[src/rtl/regfile_dec.sv]
// Register file with an internal N-to-2^N write-address decoder, two
// asynchronous read ports, optional hardwired r0 and write-to-read bypass.
module regfile_dec #(
   parameter int unsigned ADDR_W   = 5,
   parameter int unsigned DATA_W   = 32,
   parameter bit          ZERO_REG = 1'b1,
   parameter bit          BYPASS   = 1'b0
) (
   input  logic                     clk,
   input  logic                     rst,
   input  logic                     we,
   input  logic [ADDR_W-1:0]        waddr,
   input  logic [DATA_W-1:0]        wdata,
   input  logic [ADDR_W-1:0]        raddr_a,
   output logic [DATA_W-1:0]        rdata_a,
   input  logic [ADDR_W-1:0]        raddr_b,
   output logic [DATA_W-1:0]        rdata_b,
   output logic [(1<<ADDR_W)-1:0]   wsel,
   output logic [(1<<ADDR_W)-1:0]   last_wsel,
   output logic [15:0]              wr_count
);

   localparam int unsigned NREG   = 1 << ADDR_W;
   localparam logic [15:0] CNT_MAX = 16'hFFFF;

   logic [DATA_W-1:0] regs [NREG];
   logic              zero_hit;
   logic              commit;

   // Decode is deliberately not masked by ZERO_REG; only the commit is.
   for (genvar i = 0; i < NREG; i++) begin : g_dec
      assign wsel[i] = we && (waddr == ADDR_W'(i));
   end

   assign zero_hit = ZERO_REG && (waddr == '0);
   assign commit   = !rst && we && !zero_hit;

   // Array, last-write record and saturating counter share the commit rule.
   always_ff @(posedge clk) begin
      if (rst) begin
         for (int unsigned i = 0; i < NREG; i++) begin
            regs[i] <= '0;
         end
         last_wsel <= '0;
         wr_count  <= '0;
      end else if (commit) begin
         regs[waddr] <= wdata;
         last_wsel   <= wsel;
         if (wr_count != CNT_MAX) begin
            wr_count <= wr_count + 16'd1;
         end
      end
   end

   // Read port A: hardwired zero wins over bypass.
   always_comb begin
      rdata_a = regs[raddr_a];
      if (BYPASS && commit && (raddr_a == waddr)) begin
         rdata_a = wdata;
      end
      if (ZERO_REG && (raddr_a == '0)) begin
         rdata_a = '0;
      end
   end

   // Read port B: same priority as port A.
   always_comb begin
      rdata_b = regs[raddr_b];
      if (BYPASS && commit && (raddr_b == waddr)) begin
         rdata_b = wdata;
      end
      if (ZERO_REG && (raddr_b == '0)) begin
         rdata_b = '0;
      end
   end

endmodule
[config.mk]
export PLATFORM = sky130hd
export DESIGN_NAME = regfile_dec
export DESIGN_NICKNAME = d
export VERILOG_FILES = /design/src/rtl/regfile_dec.sv
export SDC_FILE = /design/constraint.sdc
export NUM_CORES = 2
export LEC_CHECK = 0
export BUFFER_PORTS_ARGS = -buffer_cell sky130_fd_sc_hd__buf_2
export CAP_MARGIN = 0
export CORE_ASPECT_RATIO = 0.6
export CORE_MARGIN = 2
export CORE_UTILIZATION = 28
export DETAILED_ROUTE_END_ITERATION = 8
export HOLD_SLACK_MARGIN = 0.02
export PLACE_DENSITY = 0.41
export SETUP_SLACK_MARGIN = 0.5
export SLEW_MARGIN = 25
export SYNTH_ARGS = -nofsm -noshare
export SYNTH_HDL_FRONTEND = slang
export SYNTH_SLANG_ARGS = --single-unit
[constraint.sdc]
create_clock -name clk -period 3.3 [get_ports clk]
set_input_delay 0.66 -clock clk [delete_from_list [all_inputs] [get_ports clk]]
set_output_delay 0.66 -clock clk [all_outputs]
set_load 0.01 [all_outputs]
==> impl_metrics.ini <==
[die]
io_pins = 194
fp.dieW_um = 584
die-area_mm2 = 0.206
fp.coreArea_mm2 = 0.200
die_h_um = 352
start_util = 0.282
core.rowCount = 127

[synthesis]
async_flop_share = 0
yosys_warnings = 0
synth.top_cells.by_area = edfxtp_1 (54%), mux4_2 (17%), and2_1 (11%), mux2i_1 (3.1%), clkbuf_1 (1.7%)
synth_edf_count = 1024
synth_top_area_share = 0.544
dominantRegCellSynth = edfxtp_1
yosysSeqAreaShare = 0.561
avgSynthCellArea_um2 = 14.8
ys_ff_latch = 1072
synthDistinctLibCells = 57
syn-cell-area_mm2 = 0.0565
synth_area_leader_cell = edfxtp_1
synthCells = 3806

[clocking]
path_clk_slew_ns = 0.06
htree_levels = 3
cts_buffer_depth = 3
cts.sinks = 1072
clk_latency_ns = 0.72
numCtsBuffers = 112
cts_tree = yes
cts_root_buf = clkbuf_16

[timing]
fmax_mhz = 295
rsz0062_at_grt = yes
relSlewSlack = 0.380
slew_violations = 0
finalCritPeriodShare = 1.03
fin_ws_ns = -0.0848
finalCriticalPeriod_ns = 3.38
hold_viol = 0
finalClockSkew_ns = 0.00673
worst_pin_slew_ns = 0.921
setup_viol = 5

[routing]
vias_per_cell = 5.32
route.detailed.drc = 0
antenna_left = 0
drt_first_pass_iters = 5
drt-total-wl_um = 240000
drt_iter0_drc = 4612
post_drt_wl_per_cell_um = 33.5
num_vias = 38100

[grt]
grt_pass1_vias = 38100
grt_max_degree = 82
grt-ovfl-total = 0
antenna_found_initial = 19
track_usage = 0.230
grt_first_pass_wirelength_um = 328000

[power]
max-vdd-ir-drop_mv = 0.394
power_density_mw_per_mm2 = 475
p_leak_nw = 26.3

[worst_setup_path]
arrival_ns = 2.72
worstPathMaxFanout = 2
start_kind = flip-flop
critPathKind = flip-flop to output pin
worstPathRequired_ns = 2.64
crit_path_end_kind = output pin

[finish]
drive_above_1_share = 0.411
post-route-util = 0.364
area_delta_synth_final_pct = 29.1
nets = 4469

[outcome]
violations = setup timing
status = finished with violations

[placed_design]
port_buffers = 193
dp_hpwl_um = 152000
preCtsSetupSlack_ns = -0.460
gp_congestion = 0.833

[flow_run]
drv_cap = 0

[min_path]
hold_path.class = flip-flop to flip-flop
==> metrics by stage <==
stage | power [mW] | TNS, ns | std cells | instance area (um2) | hold slack, ns
floorplan | 18.5 | 0 | 3837 | 56700 | 0.497
global placement | 20.9 | -11.63 | 6755 | 64200 | 0.432
detailed placement | 20.9 | -11.43 | 6755 | 64200 | 0.434
CTS | 34.7 | -0.769 | 7103 | 71900 | 0.456
global route | 35.7 | -1.30 | 7154 | 72900 | 0.474
finish | 34.7 | -0.164 | 7165 | 72900 | 0.451
==> power breakdown <==
part / leakage, nW / internal (mW) / switching [mW]
registers: 10.1 / 15.6 / 0.410
clock network: 1.75 / 7.14 / 5.89
logic: 14.4 / 2.63 / 3.00
==> layout by cell type (no fill, tap or decap), types with 13 or more instances in the layout <==
| cell type | instances |
|---|---|
| nand2_2 | 15 |
| or2_2 | 32 |
| a22o_1 | 16 |
| a22oi_2 | 41 |
| buf_4 | 436 |
| mux2i_1 | 154 |
| nor2_4 | 33 |
| clkinv_1 | 14 |
| and2_1 | 993 |
| a21o_1 | 32 |
| clkbuf_1 | 29 |
| buf_2 | 159 |
| mux4_2 | 423 |
| mux2i_4 | 13 |
| nand2_1 | 41 |
| a211oi_4 | 26 |
| buf_16 | 38 |
| mux2_4 | 19 |
| buf_6 | 88 |
| clkinv_2 | 25 |
| o22ai_2 | 13 |
| a21oi_4 | 13 |
| nor2_1 | 65 |
| conb_1 | 32 |
| buf_12 | 114 |
| a21oi_2 | 14 |
| edfxtp_1 | 1024 |
| a2111oi_4 | 26 |
| a211oi_2 | 42 |
| a22oi_1 | 23 |
| buf_8 | 23 |
| o221ai_1 | 18 |
| o22ai_1 | 44 |
| clkbuf_16 | 120 |
| a31oi_1 | 15 |
| mux2_2 | 49 |
| dfxtp_1 | 48 |
==> per-layer routing <==
layer | wire, um | GRT usage
met1 | 113000 | 0.349
met2 | 105000 | 0.341
met3 | 17900 | 0.0432
met4 | 4110 | 0.0398
met5 | 9 | 0
==> sequential cells by signal, summed over array words and instances, names as in the netlist <==
register and cells:
last_wsel 32, regs 1024, wr_count 16
==> logic make-up (layout without fill, tap and decap cells) <==
kind of cell,Yosys count,after routing,synth area share
AO/OA/AOI/OAI,390,390,0.0523
multiplexers,677,677,0.218
flip-flops,1072,1072,0.561
XOR/XNOR,11,11,0.00171
adder cells (fa/ha/maj),1,1,0.000221
AND/OR/NAND/NOR,1248,1248,0.131
other,1,43,0.0000664
buffers and inverters,406,1079,0.0360
==> repair_timing <==
| action | 4_1_cts | 5_1_grt |
|---|---|---|
| cloned | 21 | 5 |
| endpoints found under the setup margin | 64 | 66 |
| buffers inserted | 121 | 46 |
| pin swaps | 140 | 47 |
| gates resized for setup | 459 | 100 |
| hold buffers | 0 | 0 |
==> final cells by class <==
type / instances / area, um2
multi-input cells: 2359 / 25200
clock buffers: 147 / 3030
flip-flops and latches: 1072 / 31700
repair buffers: 872 / 9130
fillers: 18800 / 127000
diodes: 11 / 27.5
well taps: 2644 / 3310
inverters: 1 / 3.75
clock inverters: 59 / 538
==> synth_stat cells (19+ instances only) <==
master	instances
edfxtp_1	1024
and2_1	994
mux4_2	423
clkbuf_1	260
mux2i_1	177
nor2_1	104
buf_2	75
a211oi_1	73
mux2_2	68
a22oi_1	64
o22ai_1	61
nand2_1	59
dfxtp_1	48
a21oi_1	39
buf_4	36
a21o_1	32
or2_2	32
o221ai_1	26
a31oi_1	19
==> worst paths after layout <==
check                                 start                         to  slack (ns)  cells after the start
hold reg to reg   last_wsel[8]$_SDFFE_PP0P_  last_wsel[8]$_SDFFE_PP0P_        0.45                      1
setup reg to reg   wr_count[8]$_SDFFE_PP0P_   wr_count[0]$_SDFFE_PP0P_        1.10                      4
hold / removal    last_wsel[8]$_SDFFE_PP0P_  last_wsel[8]$_SDFFE_PP0P_        0.45                      1
setup / recovery  regs[2][21]$_SDFFCE_PN0P_                rdata_a[21]       -0.08                      8
==> worst max-delay path, stage by stage, from the launching register on <==
cell and delay [ns]:
edfxtp_1 0.42, mux4_2 0.47, mux2i_1 0.15, buf_4 0.14, nor2_1 0.04, a311oi_2 0.32, buf_4 0.20, a211oi_4 0.06
buf_2 0.18
Note: power is estimated with default switching activity, not from simulation.
